## src/rtl/reg_wb_commit.sv

```systemverilog
// Purpose : writeback commit stage; owns the 32x32 GPR file and the PC, and buffers GPR writes in a FIFO.
// Latency : a write accepted on edge N reaches the GPR file on edge N+1 when the FIFO was empty and wb_hold=0.
//           Reads bypass pending entries, so a value is readable from the cycle after it is accepted.
// Backpr. : wb_ready=0 when the FIFO is full; a request offered while full is dropped and sets sticky wb_overflow.
//
// Ports:
//   clk, rst_n                   clock (posedge) and asynchronous active-low reset
//   reg_w_op/_reg_idx/_reg_val   GPR write request (idx 0 is accepted and discarded)
//   reg_pc_w_op/reg_pc_w_val     PC redirect; bit 0 of the target is cleared
//   pc_adv                       sequential PC += 4 when no redirect is present
//   wb_hold                      freezes FIFO drain; enqueue still allowed
//   wb_ready, wb_busy            FIFO not full / FIFO not empty
//   reg_rs1/2 -> reg_rs1/2_val   combinational read ports with FIFO bypass
//   reg_pc_val                   current PC
//   wb_overflow                  sticky drop indicator, cleared only by reset
//   pc_misalign                  one-cycle pulse when a committed redirect had bit 1 set
module reg_wb_commit #(
  parameter int          DEPTH    = 4,
  parameter logic [31:0] RESET_PC = 32'h0000_0000
) (
  input  logic        clk,
  input  logic        rst_n,
  input  logic        reg_w_op,
  input  logic [4:0]  reg_w_reg_idx,
  input  logic [31:0] reg_w_reg_val,
  input  logic        reg_pc_w_op,
  input  logic [31:0] reg_pc_w_val,
  input  logic        pc_adv,
  input  logic        wb_hold,
  output logic        wb_ready,
  input  logic [4:0]  reg_rs1,
  input  logic [4:0]  reg_rs2,
  output logic [31:0] reg_rs1_val,
  output logic [31:0] reg_rs2_val,
  output logic [31:0] reg_pc_val,
  output logic        wb_busy,
  output logic        wb_overflow,
  output logic        pc_misalign
);

  localparam int AW = (DEPTH > 1) ? $clog2(DEPTH) : 1;
  localparam logic [AW:0] FULL_CNT = (AW+1)'(DEPTH);

  // ---------------------------------------------------------------------------
  // Write FIFO storage and control
  // ---------------------------------------------------------------------------
  logic [4:0]    fifo_idx [DEPTH];
  logic [31:0]   fifo_val [DEPTH];
  logic [AW-1:0] wr_ptr;
  logic [AW-1:0] rd_ptr;
  logic [AW:0]   count;

  logic          push;
  logic          pop;
  logic          drop;

  // Ready depends on registered count only, so a full FIFO refuses a new
  // request even on an edge where it also drains.
  assign wb_ready = (count != FULL_CNT);
  assign wb_busy  = (count != '0);

  // x0 writes are acknowledged (no drop) but never occupy a slot.
  assign push = reg_w_op && wb_ready && (reg_w_reg_idx != 5'd0);
  assign drop = reg_w_op && !wb_ready;
  assign pop  = !wb_hold && wb_busy;

  // Payload slots need no reset: a slot is only observed while it lies
  // inside the [rd_ptr, rd_ptr+count) window.
  always_ff @(posedge clk) begin
    if (push) begin
      fifo_idx[wr_ptr] <= reg_w_reg_idx;
      fifo_val[wr_ptr] <= reg_w_reg_val;
    end
  end

  // Pointers are AW bits wide, so they wrap modulo DEPTH for free.
  always_ff @(posedge clk or negedge rst_n) begin
    if (!rst_n) begin
      wr_ptr <= '0;
      rd_ptr <= '0;
      count  <= '0;
    end else begin
      if (push) wr_ptr <= wr_ptr + 1'b1;
      if (pop)  rd_ptr <= rd_ptr + 1'b1;
      case ({push, pop})
        2'b10:   count <= count + 1'b1;
        2'b01:   count <= count - 1'b1;
        default: count <= count;
      endcase
    end
  end

  always_ff @(posedge clk or negedge rst_n) begin
    if (!rst_n) begin
      wb_overflow <= 1'b0;
    end else if (drop) begin
      wb_overflow <= 1'b1;
    end
  end

  // ---------------------------------------------------------------------------
  // GPR file; committed from the FIFO head
  // ---------------------------------------------------------------------------
  logic [31:0] gpr [32];

  always_ff @(posedge clk or negedge rst_n) begin
    if (!rst_n) begin
      for (int i = 0; i < 32; i++) begin
        gpr[i] <= '0;
      end
    end else if (pop && (fifo_idx[rd_ptr] != 5'd0)) begin
      gpr[fifo_idx[rd_ptr]] <= fifo_val[rd_ptr];
    end
  end

  // ---------------------------------------------------------------------------
  // Read ports with bypass
  // ---------------------------------------------------------------------------
  // Walk the occupied window from oldest to youngest; a later match
  // overrides an earlier one, so the youngest pending write wins. Walking
  // by age offset from rd_ptr handles wrap-around without any special case.
  function automatic logic [31:0] read_port(input logic [4:0] idx);
    logic [31:0]   v;
    logic [AW-1:0] slot;
    v    = gpr[idx];
    slot = rd_ptr;
    for (int k = 0; k < DEPTH; k++) begin
      slot = rd_ptr + AW'(k);
      if (((AW+1)'(k) < count) && (fifo_idx[slot] == idx)) begin
        v = fifo_val[slot];
      end
    end
    if (idx == 5'd0) begin
      v = '0;
    end
    return v;
  endfunction

  always_comb begin
    reg_rs1_val = read_port(reg_rs1);
    reg_rs2_val = read_port(reg_rs2);
  end

  // ---------------------------------------------------------------------------
  // PC; independent of the FIFO and of wb_hold
  // ---------------------------------------------------------------------------
  logic [31:0] redirect_pc;

  // Only bit 0 is cleared; a bit-1 target is still taken and merely reported.
  assign redirect_pc = reg_pc_w_val & ~32'h1;

  always_ff @(posedge clk or negedge rst_n) begin
    if (!rst_n) begin
      reg_pc_val  <= RESET_PC;
      pc_misalign <= 1'b0;
    end else if (reg_pc_w_op) begin
      reg_pc_val  <= redirect_pc;
      pc_misalign <= reg_pc_w_val[1];
    end else begin
      if (pc_adv) begin
        reg_pc_val <= reg_pc_val + 32'd4;
      end
      pc_misalign <= 1'b0;
    end
  end

endmodule

```

## config.mk

```make
export PLATFORM = sky130hd
export DESIGN_NAME = reg_wb_commit
export DESIGN_NICKNAME = d
export VERILOG_FILES = /design/src/rtl/reg_wb_commit.sv
export SDC_FILE = /design/constraint.sdc
export NUM_CORES = 2
export LEC_CHECK = 0
export ABC_CLOCK_PERIOD_IN_PS = 14100
export CORE_ASPECT_RATIO = 1.2
export CORE_UTILIZATION = 55
export CTS_CLUSTER_SIZE = 28
export DETAILED_ROUTE_END_ITERATION = 6
export PLACE_DENSITY = 0.71
export SKIP_CTS_REPAIR_TIMING = 1
export SLEW_MARGIN = 20
export SYNTH_ARGS = -nofsm -noshare
export SYNTH_HDL_FRONTEND = slang
export SYNTH_SLANG_ARGS = --single-unit
```

## constraint.sdc

```tcl
create_clock -name clk -period 14.1 [get_ports clk]
set_input_delay 4.23 -clock clk [delete_from_list [all_inputs] [get_ports clk]]
set_output_delay 4.23 -clock clk [all_outputs]
set_load 0.02 [all_outputs]
```

==> run_results.csv <==
group,metric,value,unit
finish,final_cell_mix,"1231 x nand2_1, 1062 x dfrtp_1, 1026 x o21ai_0, 529 x mux4_2, 305 x mux2i_1",
power,power_density,217.1,mW/mm^2
routing,drc,2,
finish,area_growth,10.52,%
hold_path,worstHoldStart,"gpr[1003]",
critical_path,cp_top_family,"buffers and inverters",
sta,finalHoldViolCount,0,
critical_path,critPathCaptureType,"output pin",
sta,slew_headroom,0.1714,
hold_path,worstHoldEndpoint,"gpr[1003]",
yosys,synth_edf_count,148,
routing,drtAntennaViolNets,0,
clocking,cts_sinks,1212,
floorplanning,fp.dieH,380.4,um
clocking,path_clk_slew,0.07,ns
routing,vias,50280,
sta,period_share,0.9116,
global_route,grt-ovfl-total,0,
place,portBuffers,182,
yosys,synth_nets,6054,
clocking,cts_buffer_depth,3,
yosys,synth_flop_cell,"dfrtp_1",
yosys,ys_types,71,
yosys,ys_ff_latch,1212,
yosys,synth_top_family_by_area,"multiplexers",
critical_path,rr_endpoint,"gpr[109]",
sta,setup_tns,0,ns
floorplanning,ioPinCount,185,
sta,drv_slew,0,
critical_path,crit_slowest_cell,"clkdlybuf4s50_1",
critical_path,path_buf_inv,4,
finish,final_common_cell,"nand2_1",
yosys,synth_xor_area_frac,0.01060,
floorplanning,die_w,317.3,um
power,ir_drop,164.6,uV
routing,routed_wl,206400,um
global_route,grt_pass1_wl,310100,um
sta,setup_violations,0,
clocking,htree_levels,3,
sta,skew,0.03157,ns
critical_path,path_cells,"clkdlybuf4s50_1 -> buf_4 -> nand2_2 -> buf_4 -> o22a_1 -> o211ai_1 -> a22oi_1 -> o311ai_0 -> a21oi_1 -> clkdlybuf4s50_1",
floorplanning,design.die.area,0.1207,mm^2
routing,dr.pass1.iters,7,
sta,worst_pin_slew,1.233,ns
clocking,clockRootBuffer,"clkbuf_16",
power,leakage,0.03003,uW
critical_path,reg2reg_setup_slack,9.09,ns
global_route,antenna_found_initial,11,
yosys,synthMuxAreaShare,0.2408,
critical_path,worstPathRequired,9.87,ns
global_route,grt_use_total,0.3455,
outcome,status,"finished with violations",
routing,avgRoutedWirePerCell,27.89,um
critical_path,cp_max_fo,34,
yosys,yosysSeqAreaShare,0.4735,
critical_path,r2r_cells,7,
yosys,synthSimpleGateAreaFrac,0.1022,
finish,drive_gt1_frac,0.1726,
flow_run,maxCapViolations,0,
clocking,cts_tree,"yes",
yosys,yosysWarnings,0,
clocking,insertion_delay,0.77,ns
global_route,grt_max_degree,171,
sta,period_needed,12.85,ns
floorplanning,initial_utilization,0.5555,
finish,final_area,0.07251,mm^2
routing,drtIter0Drc,6270,
sta,fmax,77.80,MHz
critical_path,r2r_start,"rd_ptr[0]",
yosys,synthArstFlopShare,0.8779,
critical_path,max_stage_delay,0.92,ns
sta,grt_setup_unrepaired,"no",
yosys,yosys.area_share.adder,0.001907,
finish,finalNonFillerCells,7400,
global_route,grt_pass1_vias,49850,
yosys,syn_area_per_cell,11.01,um^2
yosys,syn_area,0.06561,mm^2
place,post-dp-hpwl,121300,um
critical_path,criticalPathCategory,"in -> out",
floorplanning,core,0.1181,mm^2
outcome,violations,"design-rule violations",
routing,via_per_inst,6.794,
yosys,synth_compound_area_frac,0.1274,
sta,fin_hold_ws,0.3988,ns
finish,final_nets,5847,
critical_path,worstPathArrival,8.62,ns
hold_path,hp-class,"reg -> reg",
clocking,cts_buffers,119,
critical_path,startpoint_type,"primary input",
hold_path,whs_path_depth,0,
place,dpl.cell_count,7165,
floorplanning,fp-row-count,138,
place,dpl-instance-area,0.06816,mm^2
yosys,syn_inst,5959,
place,gp_congestion,0.8837,
-- metal layers --
metal / global-route usage / part of all wire / up-vias
met3: 0.08175 / 0.10 / 719
li1: - / - / 21440
met1: 0.4460 / 0.37 / 25250
met5: 0 / 0.00016 / -
met4: 0.1850 / 0.057 / 4
met2: 0.5410 / 0.47 / 2865
-- worst max-delay path by stage --
stage / startpoint / end / slack [ns] / depth (start not counted)
floorplan: reg_rs2[0] / reg_rs2_val[27] / 3.33 / 10
global placement: reg_rs1[4] / reg_rs1_val[5] / 1.54 / 10
detailed placement: reg_rs1[4] / reg_rs1_val[28] / 1.54 / 10
CTS: reg_rs1[4] / reg_rs1_val[28] / 1.53 / 10
global route: reg_rs1[4] / reg_rs1_val[31] / 1.24 / 9
finish: reg_rs1[4] / reg_rs1_val[28] / 1.25 / 10
-- cells by family after synthesis --
group / after synthesis
fa+ha+maj: 10
xor+xnor: 76
other cells: 1
flops: 1212
buf+inv: 683
mux: 908
compound gates: 1454
simple gates: 1615
-- final cells by class --
cell class | instances | area, um^2
repair buffers | 298 | 2947
fillers | 9226 | 45590
diodes | 8 | 20.02
clock buffers | 169 | 3543
well taps | 1540 | 1927
inverters | 57 | 217.7
flip-flops and latches | 1212 | 31080
multi-input cells | 4064 | 32190
clock inverters | 52 | 594.3
-- through the flow --
step | util | power (uW) | worst slack [ns]
floorplan | - | 10020 | 3.326
global route | 0.6139 | 16560 | 1.244
detailed placement | 0.5772 | 12230 | 1.536
CTS | 0.6122 | 15600 | 1.533
global placement | 0.5770 | 11940 | 1.545
finish | 0.6140 | 15740 | 1.246
-- report_power, final --
| part | internal (uW) | switching, uW |
|---|---|---|
| sequential | 4910 | 1010 |
| combinational | 2630 | 3820 |
| clock | 1900 | 1460 |
-- state kept, by name, summed over array words and instances (netlist names) --
signal / cells
count: 3
gpr: 1024
rd_ptr: 2
fifo_val: 128
pc_misalign: 1
reg_pc_val: 31
wr_ptr: 2
wb_overflow: 1
fifo_idx: 20
-- worst register-to-register path: cells and delay by family, from the launching register on --
| family | cells | cell delay (ns) |
|---|---|---|
| and+or+nand+nor | 2 | 1.45 |
| buffers and inverters | 2 | 1.13 |
| DFF | 1 | 0.87 |
| AOI/OAI and AO/OA | 1 | 0.29 |
| muxes | 2 | 1.13 |
-- cell usage after synthesis (17+ instances only) --
master    count  area, um^2
and2_1       44       275.3
nand2_1    1244        4669
o21ai_0    1031        5160
o211ai_1     57       427.9
nor4_1       20       125.1
xor2_1       21       183.9
a31oi_1      34       212.7
o22a_1       49       429.2
o311ai_1     17       148.9
inv_1        55       206.5
a21oi_1      66       330.3
buf_4        26       195.2
a211oi_1     29       217.7
nor2_1       56       210.2
nand4_1      27       168.9
a221oi_1     38       332.8
dfrtp_1    1064       26630
buf_1        29       108.9
clkbuf_1    457        1715
nand3_1      73       365.4
mux4_2      529       11910
mux2i_1     305        3053
xnor2_1      51       446.7
buf_2       106       530.5
a22oi_1      42       315.3
nor3_1       87       435.4
o221ai_1     23       201.4
mux2_2       69       777.0
edfxtp_1    148        4444
No activity file was read; power rests on OpenSTA's default activity.
